## src/rtl/seg_scan_driver_pkg.sv

```systemverilog
// Shared display codes: segment patterns ({a,b,c,d,e,f,g,dp}, active high) and special nibbles.
package seg_scan_driver_pkg;

    localparam int unsigned NUM_DIGITS = 8;
    localparam int unsigned NIB_W      = 4;
    localparam int unsigned SEG_W      = 8;
    localparam int unsigned WORD_W     = NUM_DIGITS * NIB_W;

    localparam logic [SEG_W-1:0] SEG_0     = 8'hFC;
    localparam logic [SEG_W-1:0] SEG_1     = 8'h60;
    localparam logic [SEG_W-1:0] SEG_2     = 8'hDA;
    localparam logic [SEG_W-1:0] SEG_3     = 8'hF2;
    localparam logic [SEG_W-1:0] SEG_4     = 8'h66;
    localparam logic [SEG_W-1:0] SEG_5     = 8'hB6;
    localparam logic [SEG_W-1:0] SEG_6     = 8'hBE;
    localparam logic [SEG_W-1:0] SEG_7     = 8'hE0;
    localparam logic [SEG_W-1:0] SEG_8     = 8'hFE;
    localparam logic [SEG_W-1:0] SEG_9     = 8'hF6;
    localparam logic [SEG_W-1:0] SEG_A     = 8'hEE;
    localparam logic [SEG_W-1:0] SEG_B     = 8'h3E;
    localparam logic [SEG_W-1:0] SEG_C     = 8'h9C;
    localparam logic [SEG_W-1:0] SEG_D     = 8'h7A;
    localparam logic [SEG_W-1:0] SEG_BLANK = 8'h00;
    localparam logic [SEG_W-1:0] SEG_DASH  = 8'h02;

    localparam logic [NIB_W-1:0] NIB_BLANK = 4'hE;
    localparam logic [NIB_W-1:0] NIB_DASH  = 4'hF;

    typedef struct packed {
        logic [SEG_W-1:0] tube_sel;
        logic [SEG_W-1:0] digit1;
        logic [SEG_W-1:0] digit2;
    } scan_out_t;

endpackage

```

## src/rtl/seg_scan_driver_seg7_decode.sv

```systemverilog
// Combinational nibble to seven-segment decoder shared by display paths.
module seg7_decode
    import seg_scan_driver_pkg::*;
(
    input  logic [NIB_W-1:0] nib_i,
    output logic [SEG_W-1:0] seg_c
);

    always_comb begin
        seg_c = SEG_BLANK;
        case (nib_i)
            4'h0:      seg_c = SEG_0;
            4'h1:      seg_c = SEG_1;
            4'h2:      seg_c = SEG_2;
            4'h3:      seg_c = SEG_3;
            4'h4:      seg_c = SEG_4;
            4'h5:      seg_c = SEG_5;
            4'h6:      seg_c = SEG_6;
            4'h7:      seg_c = SEG_7;
            4'h8:      seg_c = SEG_8;
            4'h9:      seg_c = SEG_9;
            4'hA:      seg_c = SEG_A;
            4'hB:      seg_c = SEG_B;
            4'hC:      seg_c = SEG_C;
            4'hD:      seg_c = SEG_D;
            NIB_BLANK: seg_c = SEG_BLANK;
            NIB_DASH:  seg_c = SEG_DASH;
            default:   seg_c = SEG_BLANK;
        endcase
    end

endmodule

```

## src/rtl/seg_scan_driver.sv

```systemverilog
// Eight-digit multiplexed seven-segment scanner with per-frame word latching,
// per-digit blinking and a global enable.
module seg_scan_driver
    import seg_scan_driver_pkg::*;
#(
    parameter int unsigned SCAN_CYCLES  = 100_000,
    parameter int unsigned BLINK_FRAMES = 62
) (
    input  logic                  clk,
    input  logic                  rst,
    input  logic                  en,
    input  logic [WORD_W-1:0]     time_data,
    input  logic [NUM_DIGITS-1:0] blink_mask,
    output logic [SEG_W-1:0]      digit1,
    output logic [SEG_W-1:0]      digit2,
    output logic [SEG_W-1:0]      tube_sel
);

    localparam int unsigned CNT_W = $clog2(SCAN_CYCLES);
    localparam int unsigned FRM_W = $clog2(BLINK_FRAMES) + 1;
    localparam logic [CNT_W-1:0] CNT_LAST = CNT_W'(SCAN_CYCLES - 1);
    localparam logic [FRM_W-1:0] FRM_LAST = FRM_W'(BLINK_FRAMES - 1);

    logic [CNT_W-1:0]  cnt_q, cnt_d;
    logic [2:0]        idx_q, idx_d;
    logic [FRM_W-1:0]  frm_q, frm_d;
    logic              phase_q, phase_d;
    logic [WORD_W-1:0] shadow_q, shadow_d;
    scan_out_t         out_q, out_d;

    logic              tc;
    logic              frame_end;
    logic [NIB_W-1:0]  nib;
    logic [SEG_W-1:0]  seg;
    logic [SEG_W-1:0]  sel;
    logic              blank;

    seg7_decode u_decode (
        .nib_i (nib),
        .seg_c (seg)
    );

    // idx 0 is the leftmost digit, so it reads the top nibble of the shadow word.
    always_comb begin
        tc        = (cnt_q == CNT_LAST);
        frame_end = tc && (idx_q == 3'd7);
        nib       = shadow_q[{~idx_q, 2'b00} +: NIB_W];
        sel       = 8'h80 >> idx_q;
        blank     = !phase_q && |(blink_mask & sel);

        cnt_d    = tc ? '0 : cnt_q + CNT_W'(1);
        idx_d    = tc ? idx_q + 3'd1 : idx_q;
        shadow_d = frame_end ? time_data : shadow_q;
        frm_d    = frm_q;
        phase_d  = phase_q;
        if (frame_end) begin
            if (frm_q == FRM_LAST) begin
                frm_d   = '0;
                phase_d = !phase_q;
            end else begin
                frm_d = frm_q + FRM_W'(1);
            end
        end

        out_d = '0;
        if (en) begin
            out_d.tube_sel = sel;
            if (!blank) begin
                if (!idx_q[2]) out_d.digit1 = seg;
                else           out_d.digit2 = seg;
            end
        end
    end

    // Reset keeps sampling the input word so the first frame shows current data.
    always_ff @(posedge clk) begin
        if (rst) begin
            cnt_q    <= '0;
            idx_q    <= '0;
            frm_q    <= '0;
            phase_q  <= 1'b1;
            shadow_q <= time_data;
            out_q    <= '0;
        end else begin
            cnt_q    <= cnt_d;
            idx_q    <= idx_d;
            frm_q    <= frm_d;
            phase_q  <= phase_d;
            shadow_q <= shadow_d;
            out_q    <= out_d;
        end
    end

    assign tube_sel = out_q.tube_sel;
    assign digit1   = out_q.digit1;
    assign digit2   = out_q.digit2;

endmodule

```

## config.mk

```make
export PLATFORM = sky130hd
export DESIGN_NAME = seg_scan_driver
export DESIGN_NICKNAME = d
export VERILOG_FILES = /design/src/rtl/seg_scan_driver_pkg.sv /design/src/rtl/seg_scan_driver_seg7_decode.sv /design/src/rtl/seg_scan_driver.sv
export SDC_FILE = /design/constraint.sdc
export NUM_CORES = 1
export LEC_CHECK = 0
export ABC_AREA = 1
export CELL_PAD_IN_SITES_DETAIL_PLACEMENT = 2
export CELL_PAD_IN_SITES_GLOBAL_PLACEMENT = 2
export CORE_MARGIN = 2
export CORE_UTILIZATION = 32
export DETAILED_ROUTE_END_ITERATION = 8
export PLACE_DENSITY = 0.76
export SYNTH_ARGS = -nofsm -noshare
export SYNTH_HDL_FRONTEND = slang
export SYNTH_SLANG_ARGS = --single-unit
export TNS_END_PERCENT = 10
```

## constraint.sdc

```tcl
create_clock -name clk -period 2.7 [get_ports clk]
set_clock_uncertainty 0.05 [all_clocks]
set_input_delay 0.54 -clock clk [delete_from_list [all_inputs] [get_ports clk]]
set_output_delay 0.54 -clock clk [all_outputs]
set_load 0.02 [all_outputs]
```

==> results.py <==
metrics = {
    "sta": {
        "timing.final.max_slew_violations": 0,
        "fin_crit_sh_pct": 76.2,
        "rsz0062_at_grt": "false",
        "setup_tns_ns": 0,
        "finalSetupViolations": 0,
        "max_freq_mhz": 486,
        "finalCriticalPeriod_ns": 2.06,
        "final_hold_viol_count": 0,
    },
    "power_and_ir_drop": {
        "p_total_mw": 2.63,
        "combinationalPowerShare_pct": 7.8,
        "cellPowerDensity_mw_per_mm2": 522,
        "sequentialPowerShare_pct": 50.8,
        "worst_ir_drop_vdd_mv": 0.311,
        "switching_share_pct": 22.5,
        "clkPwrFrac_pct": 41.4,
        "leakage_nw": 2.08,
        "power_report.internal_total_mw": 2.04,
        "switchingPower_mw": 0.592,
    },
    "worst_setup_path": {
        "wp_data_arrival_ns": 2.26,
        "reg2reg_from": "idx_q[0]",
        "critical_path_required_ns": 2.91,
        "timing.critical_path.to_type": "flop",
        "timing_worst_setup_path_type": "flop to flop",
        "start_kind": "flop",
        "startpoint": "idx_q[0]",
        "worstPathMaxFanout": 10,
    },
    "synthesis": {
        "post_synthesis_sequential_area_ratio_pct": 49.3,
        "post_synth_instance_area_mm2": 0.00398,
        "synth_cells": 469,
        "ys_ff_latch": 82,
        "synth.lib_cells_used.distinct": 38,
        "yosysWarningCount": 0,
        "syn_area_per_cell_um2": 8.49,
    },
    "job": {
        "cap_violations": 0,
    },
    "detailed_routing": {
        "drt_iter0_markers": 78,
        "vias": 3294,
        "vias_per_cell": 4.61,
        "drc": 0,
        "drt-pass1-iter-count": 4,
        "final_antenna_net_count": 0,
        "postRouteWirelength_um": 10900,
        "detail_route.wl_per_cell_um": 15.3,
    },
    "hold_path": {
        "worst_hold_path_type": "flop to flop",
        "worstHoldStart": "cnt_q[0]",
    },
    "global_routing": {
        "grt_first_pass_wirelength_um": 18500,
        "grt_overflow_total": 0,
        "track_usage_pct": 17.9,
        "antenna_found_initial": 0,
        "vias_in_the_first_global_route": 3661,
        "grt_start_max_net_pins": 33,
    },
    "status": {
        "status": "complete, no violations",
    },
    "final_layout": {
        "syn2layout_area_growth_pct": 26.8,
        "nNetsFinal": 602,
        "antenna-diode-count": 0,
        "layout_common_cells": "sky130_fd_sc_hd__nand2_1 (131), sky130_fd_sc_hd__clkdlybuf4s50_1 (64), sky130_fd_sc_hd__inv_1 (60)",
        "multi_input_comb_area_mm2": 0.00164,
        "mostFrequentLayoutCell": "sky130_fd_sc_hd__nand2_1",
        "final.fill_count": 1350,
        "ratio_of_cells_with_drive_above_1_in_the_final_layout_pct": 11.0,
        "final-seq-area_mm2": 0.00196,
    },
    "floorplanning": {
        "die_h_um": 116,
        "core_region_area_mm2": 0.0121,
        "floorplan.initialDensity_pct": 33.0,
        "floorplan.die.width_um": 116,
        "design.die.area_mm2": 0.0133,
        "core.rowCount": 40,
        "number_of_ports_placed_on_the_die_boundary": 67,
    },
    "cts": {
        "postCtsSetupRepairBufs": 0,
        "cts_htree_levels": 3,
        "clock_sinks": 82,
        "cts.hold.buffers_added": 0,
        "cts_resized": 0,
        "clock_pin_slew_worst_setup_and_hold_paths_ns": 0.06,
        "clockRootBuffer": "sky130_fd_sc_hd__clkbuf_16",
        "tritoncts.num_buffers": 9,
        "cts_tree": "built",
        "clockBufferDepth": 2,
        "worst_skew_pair.late_latency_ns": 0.34,
    },
    "place": {
        "globalplace.congestion": 0.755,
        "total_of_buffers_placed_on_input_and_output_ports": 64,
        "post-dp-hpwl_um": 8450,
    },
}
[stage by stage]
stage                     util [%]  worst slack, ns  cells  instance area, um2  hold slack (ns)
after CTS                     41.9            0.624    715                5050            0.416
final                         41.9            0.643    715                5050            0.405
after global routing          41.9            0.423    715                5050            0.436
after global placement        39.8            0.705    700                4800            0.384
after detailed placement      39.8            0.597    700                4800            0.401
after floorplan                  -            0.358    470                3990            0.368
[critical path: stages, from the launching register on]
cell and delay, ns:
sky130_fd_sc_hd__dfxtp_1 0.48, sky130_fd_sc_hd__buf_4 0.23, sky130_fd_sc_hd__nand2_1 0.07, sky130_fd_sc_hd__nand3_1 0.08, sky130_fd_sc_hd__nand2_1 0.09, sky130_fd_sc_hd__o21ai_2 0.24
sky130_fd_sc_hd__ha_1 0.22, sky130_fd_sc_hd__inv_1 0.05, sky130_fd_sc_hd__nand3_1 0.11, sky130_fd_sc_hd__nand3_1 0.12, sky130_fd_sc_hd__a21oi_1 0.22
[layer usage]
layer / global-route usage [%] / up-vias / wire length (um) / share of wire (%)
li1: - / 1623 / - / -
met4: 6.27 / 0 / 145 / 1.3
met2: 32.1 / 42 / 5610 / 51
met3: 2.88 / 14 / 288 / 2.6
met1: 21.8 / 1615 / 4900 / 45
met5: 0 / - / 0 / 0
[path summary, 6_finish.rpt]
path | end | slack [ns] | cells after the start
min | cnt_q[0] | 0.41 | 1
max reg2reg | digit1[7] | 0.64 | 10
max | digit1[7] | 0.64 | 10
min reg2reg | cnt_q[0] | 0.41 | 1
[power by group through the flow]
stage	Combinational, mW	Sequential, mW	Clock [mW]
floorplan	0.0916	1.37	0
global route	0.229	1.34	1.18
CTS	0.210	1.34	1.13
global placement	0.198	1.36	0
finish	0.205	1.34	1.09
detailed placement	0.208	1.37	0
[flip-flops by register name, summed over array words and instances (netlist names)]
signal / count
cnt_q: 17
digit1: 7
digit2: 7
frm_q: 7
idx_q: 3
phase_q: 1
shadow_q: 32
tube_sel: 8
[synthesized netlist by cell type, drive strengths merged]
master / n / area, um2
a211oi: 1 / 7.51
a21oi: 21 / 105
a31oi: 1 / 6.26
buf: 8 / 85.1
clkbuf: 2 / 27.5
conb: 1 / 3.75
dfxtp: 50 / 1000
edfxtp: 32 / 961
ha: 16 / 200
inv: 68 / 268
nand2: 141 / 574
nand3: 46 / 278
nand3b: 1 / 7.51
nand4: 6 / 37.5
nor2: 45 / 204
nor3: 11 / 76.3
nor3b: 1 / 7.51
nor4: 1 / 6.26
o21ai: 4 / 23.8
or2: 5 / 31.3
xnor2: 1 / 8.76
xor2: 7 / 61.3
[cells by family after synthesis]
group	share of synthesized area (%)
adder cells (fa/ha/maj)	5.03
AO/OA/AOI/OAI	3.58
AND/OR/NAND/NOR	30.7
other	0.0942
buffers and inverters	9.55
XOR/XNOR	1.76
flip-flops	49.3
[layout make-up]
class,count,area share (%)
clock buffer,12,4.68
clock inverter,3,0.347
inverter,68,5.30
multi-input combinational,310,32.5
sequential,82,38.9
tap,168,4.16
timing repair buffer,72,14.1
Note: power is estimated with default switching activity, not from simulation.
